File: src/rtl/inta_sequencer_pkg.sv
// Shared types and defaults for the interrupt-acknowledge sequencer.
// Holds the FSM state enum, the vector width and the default timing constants.
package inta_pkg;

    typedef enum logic [2:0] {
        IDLE  = 3'd0,
        ACK1  = 3'd1,
        GAP   = 3'd2,
        ACK2  = 3'd3,
        HOLD  = 3'd4,
        DRAIN = 3'd5
    } inta_state_e;

    localparam int VEC_W               = 8;
    localparam int DEF_INTA_LOW_CYCLES = 2;
    localparam int DEF_INTA_GAP_CYCLES = 1;
    localparam int DEF_TIMEOUT_CYCLES  = 16;

    function automatic int max3(input int a, input int b, input int c);
        int m;
        m = (a > b) ? a : b;
        return (m > c) ? m : c;
    endfunction

endpackage

File: src/rtl/inta_sequencer_sync_2ff.sv
// Generic two-flop level synchroniser, clears to zero on reset.
module sync_2ff #(
    parameter int WIDTH = 1
) (
    input  logic             clk,
    input  logic             rst_n,
    input  logic [WIDTH-1:0] d_i,
    output logic [WIDTH-1:0] q_o
);

    logic [WIDTH-1:0] meta_q;
    logic [WIDTH-1:0] sync_q;

    always_ff @(posedge clk or negedge rst_n) begin
        if (!rst_n) begin
            meta_q <= '0;
            sync_q <= '0;
        end else begin
            meta_q <= d_i;
            sync_q <= meta_q;
        end
    end

    assign q_o = sync_q;

endmodule

File: src/rtl/inta_sequencer.sv
// Interrupt-acknowledge initiator: two timed INTA pulses, vector capture, valid/ack to core.
// Build option INTA_SEQ_TIMEOUT_EN adds a stuck-int_req timeout in DRAIN.
//
// state | meaning
// IDLE  | waiting for synchronised int_req with enable
// ACK1  | first INTA pulse (inta low)
// GAP   | inta high between pulses
// ACK2  | second INTA pulse, vector sampled on its final edge
// HOLD  | vector valid, waiting for core ack
// DRAIN | waiting for int_req to drop (or timeout)
module inta_sequencer
    import inta_pkg::*;
#(
    parameter int INTA_LOW_CYCLES = DEF_INTA_LOW_CYCLES,
    parameter int INTA_GAP_CYCLES = DEF_INTA_GAP_CYCLES,
    parameter int TIMEOUT_CYCLES  = DEF_TIMEOUT_CYCLES
) (
    input  logic             clk,
    input  logic             rst_n,
    input  logic             int_req,
    input  logic             enable,
    input  logic [VEC_W-1:0] data_in,
    output logic             inta_n,
    output logic [VEC_W-1:0] vector,
    output logic             vector_valid,
    input  logic             vector_ack,
    output logic             busy,
    output logic             timeout_err
);

    localparam int CNT_MAX = max3(INTA_LOW_CYCLES, INTA_GAP_CYCLES, TIMEOUT_CYCLES);
    localparam int CNT_W   = $clog2(CNT_MAX + 1);

    localparam logic [CNT_W-1:0] LOW_LOAD = CNT_W'(INTA_LOW_CYCLES - 1);
    localparam logic [CNT_W-1:0] GAP_LOAD = CNT_W'(INTA_GAP_CYCLES - 1);

    inta_state_e      state_q, state_d;
    logic [CNT_W-1:0] cnt_q, cnt_d;
    logic             cnt_zero;
    logic             int_req_s;

    logic             inta_n_q, inta_n_d;
    logic [VEC_W-1:0] vector_q, vector_d;
    logic             valid_q, valid_d;
    logic             busy_q, busy_d;

    sync_2ff #(.WIDTH(1)) u_sync_int (
        .clk   (clk),
        .rst_n (rst_n),
        .d_i   (int_req),
        .q_o   (int_req_s)
    );

    assign cnt_zero = (cnt_q == '0);

    always_ff @(posedge clk or negedge rst_n) begin
        if (!rst_n) begin
            state_q <= IDLE;
            cnt_q   <= '0;
        end else begin
            state_q <= state_d;
            cnt_q   <= cnt_d;
        end
    end

    // The shared down-counter is loaded on every timed-state entry and expires at zero.
    always_comb begin
        state_d = state_q;
        cnt_d   = cnt_q;
        case (state_q)
            IDLE: begin
                if (int_req_s && enable) begin
                    state_d = ACK1;
                    cnt_d   = LOW_LOAD;
                end
            end
            ACK1: begin
                if (cnt_zero) begin
                    state_d = GAP;
                    cnt_d   = GAP_LOAD;
                end else begin
                    cnt_d = cnt_q - CNT_W'(1);
                end
            end
            GAP: begin
                if (cnt_zero) begin
                    state_d = ACK2;
                    cnt_d   = LOW_LOAD;
                end else begin
                    cnt_d = cnt_q - CNT_W'(1);
                end
            end
            ACK2: begin
                if (cnt_zero) begin
                    state_d = HOLD;
                end else begin
                    cnt_d = cnt_q - CNT_W'(1);
                end
            end
            HOLD: begin
                if (vector_ack) begin
                    state_d = DRAIN;
`ifdef INTA_SEQ_TIMEOUT_EN
                    cnt_d   = CNT_W'(TIMEOUT_CYCLES - 1);
`endif
                end
            end
            DRAIN: begin
                if (!int_req_s) begin
                    state_d = IDLE;
`ifdef INTA_SEQ_TIMEOUT_EN
                end else if (cnt_zero) begin
                    state_d = IDLE;
                end else begin
                    cnt_d = cnt_q - CNT_W'(1);
`endif
                end
            end
            default: state_d = IDLE;
        endcase
    end

    // Outputs are decoded from the next state so every port comes straight off a flop.
    always_comb begin
        inta_n_d = !((state_d == ACK1) || (state_d == ACK2));
        busy_d   = (state_d != IDLE);
        vector_d = vector_q;
        valid_d  = valid_q;
        if ((state_q == ACK2) && (state_d == HOLD)) begin
            vector_d = data_in;
            valid_d  = 1'b1;
        end else if ((state_q == HOLD) && vector_ack) begin
            valid_d  = 1'b0;
        end
    end

    always_ff @(posedge clk or negedge rst_n) begin
        if (!rst_n) begin
            inta_n_q <= 1'b1;
            vector_q <= '0;
            valid_q  <= 1'b0;
            busy_q   <= 1'b0;
        end else begin
            inta_n_q <= inta_n_d;
            vector_q <= vector_d;
            valid_q  <= valid_d;
            busy_q   <= busy_d;
        end
    end

`ifdef INTA_SEQ_TIMEOUT_EN
    logic timeout_q, timeout_d;

    assign timeout_d = (state_q == DRAIN) && int_req_s && cnt_zero;

    always_ff @(posedge clk or negedge rst_n) begin
        if (!rst_n) begin
            timeout_q <= 1'b0;
        end else begin
            timeout_q <= timeout_d;
        end
    end

    assign timeout_err = timeout_q;
`else
    assign timeout_err = 1'b0;
`endif

    assign inta_n       = inta_n_q;
    assign vector       = vector_q;
    assign vector_valid = valid_q;
    assign busy         = busy_q;

endmodule

File: config.mk
export PLATFORM = sky130hd
export DESIGN_NAME = inta_sequencer
export DESIGN_NICKNAME = d
export VERILOG_FILES = /design/src/rtl/inta_sequencer_pkg.sv /design/src/rtl/inta_sequencer_sync_2ff.sv /design/src/rtl/inta_sequencer.sv
export SDC_FILE = /design/constraint.sdc
export NUM_CORES = 1
export LEC_CHECK = 0
export CORE_ASPECT_RATIO = 0.6
export CORE_UTILIZATION = 45
export DETAILED_ROUTE_END_ITERATION = 16
export PLACE_DENSITY = 0.74
export SLEW_MARGIN = 20
export SYNTH_ARGS = -nofsm -noshare
export SYNTH_HDL_FRONTEND = slang
export SYNTH_HIERARCHICAL = 1
export SYNTH_SLANG_ARGS = --single-unit
File: constraint.sdc
create_clock -name clk -period 2.6 [get_ports clk]
set_clock_uncertainty 0.2 [all_clocks]
set_input_delay 0.39 -clock clk [delete_from_list [all_inputs] [get_ports clk]]
set_output_delay 0.39 -clock clk [all_outputs]
set_load 0.1 [all_outputs]
After elaboration in Yosys (flattened, before gate mapping)
Cells that the tools add are included.
{"block": "word_totals", "mem_bits_ro": 0, "register_bits": 21, "output_inout_bits": 12, "memories": 0, "word_cells": 44, "latchBits": 0, "ramBits": 0, "inputBits": 13}
{"block": "classes", "bitwise": 0, "n_mul": 0, "shift": 0, "div_mod_pow": 0, "eq_ne": 10, "order_cmp": 0, "addsub": 1, "n_reduce_logical": 11, "n_mux": 14}
{"op": "5-bit two-way mux", "n": 4}
{"op": "5-bit case mux with 4 select lines", "n": 1}
{"op": "3-bit two-way mux", "n": 6}
{"op": "3-bit case mux with 6 select lines", "n": 1}
{"op": "3-bit by 2-bit == test with 1-bit output, second input constant", "n": 3}
{"op": "3-bit == test, second input constant", "n": 3}
{"op": "3-bit by 1-bit == test with 1-bit output, second input constant", "n": 2}
{"op": "5-bit logical NOT", "n": 1}
{"op": "5-bit by 1-bit subtractor with 5-bit output, second input constant", "n": 1}
{"op": "2-bit inequality test, second input constant", "n": 2}
{"op": "4-bit nonzero test", "n": 1}
{"op": "1-bit logical AND", "n": 3}
{"op": "3-bit logical NOT", "n": 1}
{"op": "3-bit AND reduction", "n": 1}
{"op": "3-bit nonzero test", "n": 1}
{"op": "1-bit two-way mux", "n": 2}
{"op": "2-bit nonzero test", "n": 1}
{"op": "1-bit logical NOT", "n": 1}
{"op": "1-bit logical OR", "n": 1}

Depth between registers and ports, before layout
{"block": "logic_depth", "depth_word": 6, "ltp_mapped": 5, "ltp_nobuf": 5}

By module
The synthesis kept the hierarchy.
{"module": "inta_sequencer", "n_inst": 1, "cells_per_inst": 81, "area_each_um2": 927.1, "seq_area_each_um2": 476.7}
{"module": "sync_2ff", "n_inst": 1, "cells_per_inst": 2, "area_each_um2": 50.0, "seq_area_each_um2": 50.0}

Least setup slack after synthesis
No wires, ideal clock.
{"block": "synth_path", "kind": "flip-flop to flip-flop", "from": "register cnt_q[0]", "to": "register vector_q[0], in the netlist vector[0]", "setup_ps": 125, "n_path_buf": 0, "t_required_ps": 2275, "slack_ps": 470, "period_less_slack_ps": 2130, "stages_incl_launch_ff": 6, "t_arrival_ps": 1804, "path_cell_list": "dfrtp_1 > inv_1 > ha_1 > or4b_4 > nor3_4 > mux2_2"}
{"block": "synth_via", "elab_chain_len": 5, "elab_cells_between_ends": 7, "classes_between": "eq/ne (1); mux (4); reduce/logical (2)"}
{"element": "start: declaration", "line_no": "inta_sequencer.sv:38", "rtl": "logic [CNT_W-1:0] cnt_q, cnt_d;"}
{"element": "start signal: assignment", "line_no": "inta_sequencer.sv:62", "rtl": "cnt_q <= cnt_d;"}
{"element": "5-bit logical NOT *", "line_no": "inta_sequencer.sv:54", "rtl": "assign cnt_zero = (cnt_q == '0);"}
{"element": "3-bit two-way mux, on equally long branches", "line_no": "inta_sequencer.sv:94, inta_sequencer.sv:78, inta_sequencer.sv:86"}
{"element": "3-bit case mux with 6 select lines *", "line_no": "inta_sequencer.sv:70", "rtl": "case (state_q)"}
{"element": "3-bit == test *", "line_no": "inta_sequencer.sv:129", "rtl": "if ((state_q == ACK2) && (state_d == HOLD)) begin"}
{"element": "1-bit logical AND *", "line_no": "inta_sequencer.sv:129"}
{"element": "end signal: assignment", "line_no": "inta_sequencer.sv:145", "rtl": "vector_q <= vector_d;"}
{"element": "end: declaration", "line_no": "inta_sequencer.sv:43", "rtl": "logic [VEC_W-1:0] vector_q, vector_d;"}
Every way passes the cells marked *; elsewhere a longest branch is shown, timed or not.
A chain may end at the register's enable or synchronous reset.

Final worst setup path
{"block": "layout_path", "from": "register cnt_q[0]", "to": "register vector_q[4], in the netlist vector[4]"}
Same word-level chain as after synthesis.

==> out/qor.txt <==
clk_lat worst skew: 0.31 ns
Rel. slew slack: 0.593
minimum clock period: 2.35 ns
kind of critical path: reg -> reg
ANT cells: 0
worst min path class: reg -> reg
# hold bufs at CTS: 0
die span in y: 38.1 um
Mapped Area: 977 um2
M3 GR Usage: 0.0536
Yosys Warn Count: 6
cell area after layout: 1230 um2
deepest clock path buffer count: 2
synthesis-to-finish area growth: 26.2%
Synth Area in XOR/XNOR: 0
M1 GR Usage: 0.247
gr ovfl total: 0
final setup vio count: 0
Die Width: 62.2 um
top-area cell type share of the netlist area: 0.512
DRT Pass-1 Iters: 4
Yosys cell types: 35
GPL Wtd Cong: 0.929
outcome: finished, final reports clean
Final ANT Viol Nets: 0
CORE AREA: 1940 um2
Final Slew Violations: 0
DRT Wirelength: 1920 um
Max Clock Freq: 425 MHz
Post-CTS Repair Setup Buffers: 0
post-synthesis cell count: 83
RSZ-0062 raised after global routing: false
routed via count: 716
Reg clk slew, reported paths: 0.12 ns
Synth area leaders: dfrtp_1 51%, mux2_2 10%, inv_1 3.1%, dfstp_2 2.7%, a21o_1 2.3%
Clock Tree Root: clkbuf_4
sequential element share of the synthesized area: 0.539
Post-Route Setup TNS: 0 ns
area share of fa/ha/maj cells after synthesis: 0.0128
post-cts resize count: 0
initial antenna violation count: 0
most frequent cells in the layout: 20 x dfrtp_1, 13 x buf_4, 12 x clkdlybuf4s50_1
post-synthesis mux area share: 0.114
grt peak-use layer: met2
Simple-Gate Fraction of Synth Area: 0.104
Fin. Hold Viols: 0
# DRC: 0
vias in the first global route: 671
largest family of logic cells by synthesized area: compound AO/OA/AOI/OAI gates
Tcrit/Tclk final: 0.905
Max Fanout on Critical Path: 9
wire length per cell: 14.1 um
CP required: 2.61 ns
Arr. time, crit path: 2.37 ns
Setup crit end kind: flip-flop
via density per instance: 5.26
fin nets: 123
DPL Wire Length: 1470 um
crit start category: flip-flop
met2 Use GR: 0.310
CTS tree: done
Slew @ Worst Pin: 0.607 ns
H-tree levels: 1
Cell Area, Placed: 1200 um2
Num CTS Buffers: 3
row cnt: 12
Starting Density: 0.505
IO Count: 25
Synth area leader: dfrtp_1
Initial DRC Count: 62
gr usage total: 0.186
die area: 2370 um2
PortBufs: 23
post-synthesis register bit count: 21
Max-cap violations: 0
CTS sink cnt: 21
syn nets: 97
Compound-Gate Fraction of Synth Area: 0.169
mean post-synth cell area: 11.8 um2
share of post-route cells with drive strength above 1: 0.296
largest net degree at the start of global routing: 22
commonest non-fill, non-tap cell in the layout: dfrtp_1
first-pass GRT wire length: 3160 um
## routing by layer
layer	share of wire	wire length, um	vias to the layer above
met5	0	0	-
met4	0.0052	10	0
met3	0.043	82	2
met2	0.46	881	21
met1	0.49	949	342
li1	-	-	351
## cell usage after synthesis
library cell and number:
o21ba_2 1, a31oi_1 1, o31a_1 1, or3_1 1
mux2i_1 1, a21o_1 3, inv_1 8, buf_4 1
o31a_2 1, a21o_2 1, o22ai_1 3, buf_6 1
conb_1 1, nand2b_1 1, nor2_1 3, nand3_1 3
dfstp_2 1, o211ai_1 1, a21oi_1 2, nand4_1 1
or4b_4 1, dfrtp_1 20, nand2_1 3, o21a_1 1
nor3_4 1, a32oi_1 1, a2111oi_0 1, a211oi_1 2
clkbuf_1 2, o21ai_0 1, nor2b_1 1, nor4b_1 1
a311oi_1 2, ha_1 1, mux2_2 9
## worst max-delay path: stages, from the launching register on
cell	delay [ns]
dfrtp_1	0.42
inv_1	0.07
ha_1	0.20
or4b_4	0.52
nor3_4	0.44
mux2_2	0.40
## sequential cells by signal (all words and copies together) (netlist names)
| name | flops |
|---|---|
| vector_valid | 1 |
| u_sync_int/meta_q | 1 |
| cnt_q | 5 |
| state_q | 3 |
| u_sync_int/q_o | 1 |
| inta_n | 1 |
| busy | 1 |
| vector | 8 |
## path summary, 6_finish.rpt
check | startpoint | end | slack, ns | cells after the start
min in group asynchronous | rst_n | vector[4]$_DFFE_PN0P_ | 0.21 | 2
hold reg to reg | u_sync_int/meta_q$_DFF_PN0_ | u_sync_int/q_o$_DFF_PN0_ | 0.17 | 0
setup / recovery | cnt_q[0]$_DFFE_PN0P_ | vector[4]$_DFFE_PN0P_ | 0.25 | 5
max in group asynchronous | rst_n | inta_n$_DFF_PN1_ | 1.72 | 2
setup reg to reg | cnt_q[0]$_DFFE_PN0P_ | vector[4]$_DFFE_PN0P_ | 0.25 | 5
hold / removal | u_sync_int/meta_q$_DFF_PN0_ | u_sync_int/q_o$_DFF_PN0_ | 0.17 | 0
## through the flow
stage / worst slack, ns / utilization / instances / hold slack, ns
final: 0.246 / 0.637 / 136 / 0.172
after global routing: 0.121 / 0.637 / 136 / 0.183
after CTS: 0.246 / 0.637 / 136 / 0.177
after detailed placement: 0.268 / 0.621 / 132 / 0.148
after global placement: 0.332 / 0.621 / 132 / 0.134
after floorplan: 0.470 / - / 83 / -0.106
## cell type report
class | count | area, um2
clock buffers | 3 | 22.5
inverters | 8 | 30.0
repair buffers | 25 | 218
fillers | 160 | 703
clock inverters | 1 | 7.51
flip-flops and latches | 21 | 527
multi-input cells | 50 | 394
well taps | 28 | 35.0
## cell families (layout without fill, tap and decap cells)
group           after synthesis  in the layout
compound gates               22             22
fa+ha+maj                     1              1
buf+inv                      12             37
flops                        21             21
mux                          10             10
other cells                   1              1
simple gates                 16             16
Power is not shown: default switching activity piles up to over one toggle a cycle in this logic, so the estimate is an artifact.
